### config.mk
export PLATFORM = sky130hd
export DESIGN_NAME = varredura_matriz
export DESIGN_NICKNAME = d
export VERILOG_FILES = /design/src/rtl/varredura_matriz.sv
export SDC_FILE = /design/constraint.sdc
export NUM_CORES = 1
export LEC_CHECK = 0
export CAP_MARGIN = 20
export CORE_UTILIZATION = 51
export DETAILED_ROUTE_END_ITERATION = 7
export PLACE_DENSITY_LB_ADDON = 0.15
export SETUP_SLACK_MARGIN = 0.4
export SLEW_MARGIN = 20
export SYNTH_ARGS = -nofsm -noshare
export SYNTH_HDL_FRONTEND = slang
export SYNTH_SLANG_ARGS = --single-unit
### constraint.sdc
create_clock -name clock -period 2.42 [get_ports clock]
set_input_delay 0.726 -clock clock [delete_from_list [all_inputs] [get_ports clock]]
set_output_delay 0.726 -clock clock [all_outputs]
set_load 0.03 [all_outputs]
### src/rtl/varredura_matriz.sv
// ---------------------------------------------------------------------------
// varredura_matriz
//
// Row-scanning driver for an 8x8 LED matrix. Each row passes through three
// phases:
//   BLANK : all rows off; row_addr presents the row index to frame memory.
//   LOAD  : one cycle; the column pattern returned by memory is captured.
//   SHOW  : the row is driven (active-low) with the captured columns.
// Row period = BLANK_CYCLES + 1 + DIV cycles, frame period = 8 row periods.
//
// Parameters:
//   DIV          SHOW-phase length in cycles per row (>= 8; a multiple of 8
//                when DIMMING_EN is defined).
//   BLANK_CYCLES BLANK-phase length in cycles (>= 1).
//
// Optional feature (macro DIMMING_EN):
//   Adds input brilho[2:0], sampled in LOAD. SHOW is split into 8 slices of
//   DIV/8 cycles and the row is lit only in slices 0..brilho. The SHOW length
//   does not change, so the row period is the same with or without dimming.
//
// Ports:
//   clock       in   sole clock, rising edge
//   reset       in   synchronous, active-high; wins over everything
//   enable      in   level-sensitive run request; 0 forces IDLE next cycle
//   row_data    in   [7:0] column pattern for row_addr (one cycle latency)
//   brilho      in   [2:0] brightness (only with DIMMING_EN)
//   row_addr    out  [2:0] frame-memory address = current row index
//   row_n       out  [7:0] row drivers, active-low, at most one low bit
//   cols        out  [7:0] column drivers, active-high
//   frame_done  out  one-cycle pulse after row 7 finishes
//   dbg_state   out  [1:0] FSM state (IDLE=0, BLANK=1, LOAD=2, SHOW=3)
//
// Handshake: there is no valid/ready pair here. row_data is treated as a
// plain synchronous read port: it must reflect row_addr one cycle after
// row_addr became stable. row_addr is stable for the whole BLANK phase, so
// capturing row_data at the end of LOAD always sees the correct row.
//
// All outputs are registers. The combinational process computes the value
// every register takes at the next edge; row_n is derived from the next
// state so that it changes on the same edge as the state itself.
// ---------------------------------------------------------------------------
module varredura_matriz #(
  parameter int DIV          = 1000,
  parameter int BLANK_CYCLES = 4
) (
  input  logic       clock,
  input  logic       reset,
  input  logic       enable,
  input  logic [7:0] row_data,
`ifdef DIMMING_EN
  input  logic [2:0] brilho,
`endif
  output logic [2:0] row_addr,
  output logic [7:0] row_n,
  output logic [7:0] cols,
  output logic       frame_done,
  output logic [1:0] dbg_state
);

  // Counter must hold the larger of the two phase lengths.
  localparam int CNT_MAX = (DIV > BLANK_CYCLES) ? DIV : BLANK_CYCLES;
  localparam int CW      = $clog2(CNT_MAX + 1);

  typedef enum logic [1:0] {
    IDLE  = 2'd0,
    BLANK = 2'd1,
    LOAD  = 2'd2,
    SHOW  = 2'd3
  } state_t;

  // -------------------------------------------------------------------------
  // State and output registers
  // -------------------------------------------------------------------------
  state_t          r_state;
  logic [CW-1:0]   r_cnt;
  logic [2:0]      r_row;
  logic [7:0]      r_cols;
  logic [7:0]      r_row_n;
  logic            r_frame_done;

  state_t          w_state_nxt;
  logic [CW-1:0]   w_cnt_nxt;
  logic [2:0]      w_row_nxt;
  logic [7:0]      w_cols_nxt;
  logic [7:0]      w_row_n_nxt;
  logic            w_frame_done_nxt;
  logic            w_lit;

`ifdef DIMMING_EN
  // Slice bookkeeping for the dimmed SHOW phase. r_sub counts down the
  // cycles left in the current slice, r_slice is the slice number 0..7.
  localparam int SLICE = DIV / 8;
  localparam int SW    = (SLICE > 1) ? $clog2(SLICE) : 1;

  logic [2:0]    r_brilho;
  logic [2:0]    r_slice;
  logic [SW-1:0] r_sub;

  logic [2:0]    w_brilho_nxt;
  logic [2:0]    w_slice_nxt;
  logic [SW-1:0] w_sub_nxt;
`endif

  // -------------------------------------------------------------------------
  // Sequential process: state register plus registered outputs
  // -------------------------------------------------------------------------
  always_ff @(posedge clock) begin
    if (reset) begin
      r_state      <= IDLE;
      r_cnt        <= '0;
      r_row        <= '0;
      r_cols       <= 8'h00;
      r_row_n      <= 8'hFF;
      r_frame_done <= 1'b0;
`ifdef DIMMING_EN
      r_brilho     <= '0;
      r_slice      <= '0;
      r_sub        <= '0;
`endif
    end else begin
      r_state      <= w_state_nxt;
      r_cnt        <= w_cnt_nxt;
      r_row        <= w_row_nxt;
      r_cols       <= w_cols_nxt;
      r_row_n      <= w_row_n_nxt;
      r_frame_done <= w_frame_done_nxt;
`ifdef DIMMING_EN
      r_brilho     <= w_brilho_nxt;
      r_slice      <= w_slice_nxt;
      r_sub        <= w_sub_nxt;
`endif
    end
  end

  // -------------------------------------------------------------------------
  // Combinational process: next state and next output values
  // -------------------------------------------------------------------------
  always_comb begin
    w_state_nxt      = r_state;
    w_cnt_nxt        = r_cnt;
    w_row_nxt        = r_row;
    w_cols_nxt       = r_cols;
    w_frame_done_nxt = 1'b0;
    w_row_n_nxt      = 8'hFF;
    w_lit            = 1'b0;
`ifdef DIMMING_EN
    w_brilho_nxt     = r_brilho;
    w_slice_nxt      = r_slice;
    w_sub_nxt        = r_sub;
`endif

    if (!enable) begin
      // Dropping enable abandons whatever phase is running.
      w_state_nxt = IDLE;
      w_cnt_nxt   = '0;
      w_row_nxt   = 3'd0;
      w_cols_nxt  = 8'h00;
    end else begin
      unique case (r_state)
        IDLE: begin
          w_state_nxt = BLANK;
          w_cnt_nxt   = CW'(BLANK_CYCLES - 1);
          w_cols_nxt  = 8'h00;
        end

        BLANK: begin
          if (r_cnt == '0) begin
            w_state_nxt = LOAD;
            w_cnt_nxt   = '0;
          end else begin
            w_cnt_nxt   = r_cnt - CW'(1);
          end
        end

        LOAD: begin
          w_state_nxt  = SHOW;
          w_cnt_nxt    = CW'(DIV - 1);
          w_cols_nxt   = row_data;
`ifdef DIMMING_EN
          // Brightness is frozen for the whole row; later changes apply
          // from the next LOAD.
          w_brilho_nxt = brilho;
          w_slice_nxt  = 3'd0;
          w_sub_nxt    = SW'(SLICE - 1);
`endif
        end

        SHOW: begin
          if (r_cnt == '0) begin
            w_state_nxt      = BLANK;
            w_cnt_nxt        = CW'(BLANK_CYCLES - 1);
            w_row_nxt        = r_row + 3'd1;  // 7 wraps to 0
            w_cols_nxt       = 8'h00;
            // Pulse lands in the first BLANK cycle after row 7.
            w_frame_done_nxt = (r_row == 3'd7);
          end else begin
            w_cnt_nxt        = r_cnt - CW'(1);
          end
`ifdef DIMMING_EN
          if (r_sub == '0) begin
            w_slice_nxt = r_slice + 3'd1;
            w_sub_nxt   = SW'(SLICE - 1);
          end else begin
            w_sub_nxt   = r_sub - SW'(1);
          end
`endif
        end

        default: begin
          w_state_nxt = IDLE;
          w_cnt_nxt   = '0;
          w_row_nxt   = 3'd0;
          w_cols_nxt  = 8'h00;
        end
      endcase
    end

    // Row drive is derived from the next state so it moves on the same edge
    // as the FSM; LOAD and BLANK always keep every row off, which gives at
    // least BLANK_CYCLES dark cycles between any two lit rows.
`ifdef DIMMING_EN
    w_lit = (w_slice_nxt <= w_brilho_nxt);
`else
    w_lit = 1'b1;
`endif
    if ((w_state_nxt == SHOW) && w_lit) begin
      w_row_n_nxt = ~(8'd1 << w_row_nxt);
    end
  end

  // -------------------------------------------------------------------------
  // Outputs
  // -------------------------------------------------------------------------
  assign row_addr   = r_row;
  assign row_n      = r_row_n;
  assign cols       = r_cols;
  assign frame_done = r_frame_done;
  assign dbg_state  = r_state;

endmodule
==> metrics.md, run 1 <==
| Metric | Value |
|---|---|
| Synth Instances | `~130` |
| Final ANT Viol Nets | `0` |
| Seq pwr share | `56.1%` |
| Crit-path max FO | `10` |
| IO Pins | `33` |
| Clock network fraction of total power | `between 30% and 40%` |
| Yosys top cell area share | `50.0%` |
| Setup bufs post-CTS | `0` |
| CP top delay family | `flip-flops` |
| Synth Net Count | `between 100 and 150` |
| P&R area growth vs syn | `29.7%` |
| Max_cap viols | `0` |
| CP Class | `register to output port` |
| Ant diodes | `0` |
| Gp weighted congestion | `between 0.8 and 0.9` |
| Worst path slowest cell | `dfxtp_1` |
| Status | `finished clean` |
| Buf+Inv Stages, Crit Path | `1` |
| Post-Syn Area | `between 1000 and 1500 sq um` |
| DP HPWL | `around 1900 um` |
| Wire per inst | `about 13 um` |
| Post-Layout Cell Count | `195` |
| LEAKAGE | `about 0.73 nW` |
| DR vias | `around 1,100` |
| RSZ-0062 raised after global routing | `yes` |
| DP Cell Count | `187` |
| Hold Path Class | `register to register` |
| Power Density | `581 nW/um^2` |
| Fin nets | `around 180` |
| Total length of routed wires | `2520 um` |
| Worst path max stage delay | `510 ps` |
| Min cycle time layout | `1990 ps` |
| Number of synthesized flops with an enable pin | `0` |
| Clk_lat worst skew | `~320 ps` |
| DRC errors left | `0` |
| Combinational power share | `between 10% and 20%` |
| Clock transition at path regs | `around 100 ps` |
| Commonest non-fill, non-tap cell in the layout | `dfxtp_1` |
| Sw frac | `about a quarter` |
| Clk root buf | `clkbuf_4` |
| Avg Cell Area, Syn | `10.0 sq um` |
| DR iter-0 viols | `9` |
| Vias per cell | `5.43` |
| Aggregate negative setup slack | `0 ps` |
| Slew Viols, Final | `0` |
| Pin count of the biggest net entering global routing | `13` |
| Vias in the first global route | `1,003` |
| Setup violators final | `0` |
| Global-route wire length before repair | `around 4200 um` |
| Seq/Total Area, Yosys | `approximately half` |
| CP endpoint kind | `output port` |
| Antenna violations before repair | `0` |
| Die area | `2720 sq um` |
| Overflow after GRT | `0` |
| Die Span Y | `52.1 um` |
| Register-to-register setup slack | `approximately 680 ps` |
| Async set or reset register ratio after synthesis | `0%` |
| Ys Warns | `0` |
| Fin crit share | `82.1%` |
| # clock sinks | `32` |
| # port buffers | `32` |
| Peak VDD IR | `0.513 mV` |
| Data required, critical path | `about 1700 ps` |
| Final hold violations | `0` |
| Total track usage | `~22%` |
| CTS buffer count | `5` |
| Synth area leader | `dfxtp_1` |
| CTS tree | `yes` |
| Fmax | `just over 500 MHz` |
| Initial Util | `approximately 56%` |
| CORE AREA | `between 2000 and 2500 sq um` |
| Startpoint types | `register` |
| Row count | `17` |
| Ratio of cells with drive above 1 in the final layout | `a little over a tenth` |
| CTS Hold Bufs | `0` |
| Worst Path Arrival | `1260 ps` |
| Worst-path cell chain | `clkdlybuf4s15_1` |
| Most frequent cells in the layout | `dfxtp_1 (32), dlygate4sd2_1 (19), nor2_1 (13)` |
| Post-synthesis cell type count | `31` |
| Synth top area cells | `dfxtp_1 (50%), a22o_1 (4.8%), ha_1 (3.9%)` |
| Clock skew | `just over 10 ps` |
| Synthesis-stage register bit count | `32` |
| Die W | `between 50 and 60 um` |
| Psw | `roughly 0.24 mW` |
| Tot Pwr | `between 0.9 and 1 mW` |
| Cell Int Power | `slightly above 0.7 mW` |
| Synth Flop Type | `dfxtp_1` |
| Max-slew headroom | `70.6%` |
| Clock Tree Buf Depth | `2` |
| H-tree lvl count | `2` |
| Slew @ Worst Pin | `roughly 440 ps` |
| Pre-Repair DR Iteration Count | `4` |
-- final timing paths --
check	from	endpoint	cells after the start
worst max-delay path	row_addr[2]	row_addr[2]	1
worst min-delay path	r_cnt[4]	r_cnt[4]	2
worst max register to register	r_cnt[0]	row_addr[2]	6
worst min register to register	r_cnt[4]	r_cnt[4]	2
-- layer usage --
layer  global-route usage, %  share of wire, %  vias to the layer above
met5                       0                 0                        -
met4                    11.8               1.5                        0
met3                    6.73               5.9                        5
met2                    34.8                47                       32
met1                    25.8                45                      500
li1                        -                 -                      521
-- logic make-up (layout without fill, tap and decap cells) --
kind of cell             after synthesis  in the layout  synth area share (%)
AO/OA/AOI/OAI                         20             20                  9.95
multiplexers                           5              5                  3.90
buffers and inverters                  8             47                  3.32
adder cells (fa/ha/maj)                4              4                  3.90
flip-flops                            32             32                  50.0
AND/OR/NAND/NOR                       52             52                  24.2
XOR/XNOR                               7              7                  4.78
-- cells in the mapped netlist, drive strengths merged, types with 3 or more instances --
master	count
nor2b	4
dfxtp	32
nand3	6
a22o	7
inv	4
a21oi	4
nor2	13
xor2	4
nand2	11
buf	3
o21ai	8
mux2i	5
xnor2	3
ha	4
nand4	4
-- power groups by stage --
stage                     Sequential (mW)  Combinational, mW  Clock (mW)
after floorplan                     0.558             0.0756           0
after global placement              0.554              0.112           0
after detailed placement            0.554              0.116           0
after CTS                           0.542              0.115       0.317
after global routing                0.544              0.128       0.338
final                               0.542              0.115       0.309
-- what timing repair did --
action,4_1_cts,5_1_grt
endpoints found under the setup margin,22,6
resized for setup,22,6
endpoints found under the hold margin,0,0
-- registers in the layout (all words and copies together), names as in the netlist --
| signal | count |
|---|---|
| cols | 8 |
| dbg_state | 2 |
| r_cnt | 10 |
| row_n | 8 |
| row_addr | 3 |
| frame_done | 1 |
-- final cells by class --
cell class	count	area, sq um
Clock buffer	6	51.3
Fill cell	185	634
Tap cell	28	35.0
Multi-Input combinational cell	88	602
Sequential cell	32	641
Timing Repair Buffer	35	309
Inverter	4	15.0
Clock inverter	2	10.0
-- metrics by stage --
step	util [%]	hold WS [ps]	setup slack, ps	area (sq um)
4_1_cts	72.5	473	400	1670
6_report	72.4	468	433	1660
3_5_place_dp	71.1	458	138	1630
2_1_floorplan	-	437	817	1280
5_1_grt	72.4	488	379	1660
3_3_place_gp	71.1	445	236	1630
Note: power is estimated with default switching activity, not from simulation.
==> run 2: changes to the inputs <==
--- a/config.mk
+++ b/config.mk
@@ -6,7 +6,7 @@
 export NUM_CORES = 1
 export LEC_CHECK = 0
 export CAP_MARGIN = 20
-export CORE_UTILIZATION = 51
+export CORE_UTILIZATION = 47
 export DETAILED_ROUTE_END_ITERATION = 7
 export PLACE_DENSITY_LB_ADDON = 0.15
 export SETUP_SLACK_MARGIN = 0.4
==> constraint.sdc (replaced) <==
create_clock -name clock -period 1.88 [get_ports clock]
set_input_delay 0.564 -clock clock [delete_from_list [all_inputs] [get_ports clock]]
set_output_delay 0.564 -clock clock [all_outputs]
set_load 0.03 [all_outputs]
==> run 2 against run 1 <==
Net effect: largest power group unchanged; critical path type is now register to register; sequential share of layout area fell by 1.8 points; first-iteration DRC count rose to 3.2 times the previous value; critical path depth rose by 4; clock power rose by 18%.
==> metrics.md, run 2 (synthesis gave the netlist of run 1 again) <==
| Metric | Value |
|---|---|
| Global-route wire length before repair | `4600 um (was 4200 um)` |
| H-tree lvl count | `2 (unchanged)` |
| Most frequent cells in the layout | `dfxtp_1 (29), buf_4 (24), nor2_1 (13) (was dfxtp_1 (32), dlygate4sd2_1 (19), nor2_1 (13))` |
| Clock network fraction of total power | `29.1% (was 32.0%)` |
| Crit-path max FO | `4 (was 10)` |
| Min cycle time layout | `around 1500 ps` |
| Clock Tree Buf Depth | `2 (unchanged)` |
| Fill cell count | `203 (was 185)` |
| Sequential cell area | `649 sq um (was 641 sq um)` |
| Initial Util | `50.8% (was 55.8%)` |
| Data required, critical path | `2100 ps (was 1690 ps)` |
| Hold Path Class | `register to register (unchanged)` |
| IO Pins | `33 (unchanged)` |
| RSZ-0062 raised after global routing | `yes (unchanged)` |
| Max_cap viols | `0 (unchanged)` |
| P&R area growth vs syn | `38.0% (was 29.7%)` |
| Pre-Repair DR Iteration Count | `4 (unchanged)` |
| Antenna violations before repair | `0 (unchanged)` |
| DRC errors left | `0 (unchanged)` |
| Commonest non-fill, non-tap cell in the layout | `dfxtp_1 (unchanged)` |
| Die Span Y | `54.2 um (was 52.1 um)` |
| Total length of routed wires | `2930 um (was 2520 um)` |
| Row count | `18 (was 17)` |
| Hold_ws | `466 ps (was 468 ps)` |
| Pin count of the biggest net entering global routing | `13 (unchanged)` |
| Cell Int Power | `0.922 mW (was 0.728 mW)` |
| Psw | `0.332 mW (was 0.239 mW)` |
| Reg2reg start | `r_cnt[5] (was r_cnt[0])` |
| Sw frac | `26.5% (was 24.7%)` |
| Start point of the critical path | `r_cnt[5] (was row_addr[2])` |
| Wire per inst | `13.9 um (was 12.9 um)` |
| Post-Layout Cell Count | `210 (was 195)` |
| Combinational power share | `15.5% (was 11.9%)` |
| Tot Pwr | `1.25 mW (was 0.967 mW)` |
| Clk root buf | `clkbuf_4 (unchanged)` |
| Vias per cell | `5.24 (was 5.43)` |
| Peak VDD IR | `0.567 mV (was 0.513 mV)` |
| Fin crit share | `about four fifths` |
| Status | `finished clean (unchanged)` |
| Power Density | `709 nW/um^2 (was 581 nW/um^2)` |
| Final ANT Viol Nets | `0 (unchanged)` |
| Multi-input gate area | `653 sq um (was 602 sq um)` |
| Fin nets | `195 (was 181)` |
| Hold Crit Start | `r_cnt[4] (unchanged)` |
| Largest reg by FF count | `r_cnt (unchanged)` |
| Die area | `2940 sq um (was 2720 sq um)` |
| Reg2reg path depth | `5 (was 6)` |
| Slew @ Worst Pin | `318 ps (was 440 ps)` |
| FF-to-FF End | `row_addr[1] (was row_addr[2])` |
| Slew Viols, Final | `0 (unchanged)` |
| Worst Path Arrival | `1730 ps (was 1260 ps)` |
| Worst hold stages | `2 (unchanged)` |
| CTS tree | `yes (unchanged)` |
| Startpoint types | `register (unchanged)` |
| Seq pwr share | `55.4% (was 56.1%)` |
| Ant diodes | `0 (unchanged)` |
| Max-slew headroom | `78.6% (was 70.6%)` |
| Die W | `54.2 um (was 52.1 um)` |
| CTS buffer count | `5 (unchanged)` |
| DP Cell Count | `194 (was 187)` |
| # port buffers | `32 (unchanged)` |
| # clock sinks | `32 (unchanged)` |
| Overflow after GRT | `0 (unchanged)` |
| Register-to-register setup slack | `380 ps (was 680 ps)` |
| Total track usage | `22.7% (was 21.8%)` |
| Max FFs per register | `10 (unchanged)` |
| Ratio of cells with drive above 1 in the final layout | `35.0% (was 10.8%)` |
| DR iter-0 viols | `29 (was 9)` |
| LEAKAGE | `0.789 nW (was 0.729 nW)` |
| Hold Path End | `r_cnt[4] (unchanged)` |
| Clock transition at path regs | `90 ps (was 100 ps)` |
| Clk_lat worst skew | `340 ps (was 320 ps)` |
| CORE AREA | `2520 sq um (was 2300 sq um)` |
| Vias in the first global route | `1,014 (was 1,003)` |
| Final core utilization | `70.1% (was 72.4%)` |
| DR vias | `1,100 (was 1,058)` |
| Setup violators final | `0 (unchanged)` |
| CP Class | `register to register (was register to output port)` |
| Gp weighted congestion | `0.784 (was 0.804)` |
| Final hold violations | `0 (unchanged)` |
| DP HPWL | `1950 um (was 1910 um)` |
| Fmax | `about 660 MHz` |
| Clock skew | `6.66 ps (was 10.1 ps)` |
| CP endpoint kind | `register (was output port)` |
## run 2: how the worst max path moves through the flow
| stage | end | slack (ps) | depth (start not counted) |
|---|---|---|---|
| 3_5_place_dp | cols[2] | -90 | 6 |
| 4_1_cts | row_addr[1] | 320 | 1 |
| 5_1_grt | row_addr[1] | 290 | 5 |
| 6_report | row_addr[1] | 380 | 5 |
| 2_1_floorplan | cols[0] | 410 | 5 |
| 3_3_place_gp | cols[0] | -40 | 6 |
## run 2: power groups by stage
| stage | clock network [mW] | registers (mW) | logic, mW |
|---|---|---|---|
| after detailed placement | 0 | 0.713 | 0.158 |
| after CTS | 0.375 | 0.697 | 0.171 |
| after floorplan | 0 | 0.719 | 0.100 |
| final | 0.365 | 0.694 | 0.195 |
| after global routing | 0.409 | 0.696 | 0.214 |
| after global placement | 0 | 0.712 | 0.153 |
## run 2: per-layer routing
metal | track usage (%) | vias to the layer above | routed length (um)
met5 | 0 | - | 0
met1 | 26.9 | 516 | 1220
met2 | 36.4 | 30 | 1470
met4 | 10.3 | 0 | 60
met3 | 8.33 | 6 | 175
li1 | - | 548 | -
## run 2: cell type report
| cell class | count | area share, % |
|---|---|---|
| multi-input cells | 88 | 36.9 |
| inverters | 4 | 0.849 |
| repair buffers | 49 | 20.8 |
| flip-flops and latches | 32 | 36.7 |
| well taps | 30 | 2.12 |
| clock buffers | 6 | 2.33 |
| clock inverters | 1 | 0.283 |
## run 2: what timing repair did
item                                   4_1_cts  5_1_grt
pin swaps                                    3        7
setup endpoints to repair                   44       38
setup buffers                                4        5
hold buffers                                 0        0
endpoints found under the hold margin        0        0
resized for setup                          119       31
## run 2: worst max-delay path, stage by stage (launching register included)
cell and delay [ps]:
dfxtp_4 360, nor4_4 360, buf_4 170, and4_4 250
mux2i_1 180, nor2_1 60
## run 2: metrics by stage
stage	setup WS, ps	instance area [sq um]	setup TNS, ps
after floorplan	414	1290	0
after global placement	-43.8	1680	-403
after detailed placement	-90.6	1680	-660
after CTS	325	1670	0
after global routing	285	1770	0
final	375	1770	0
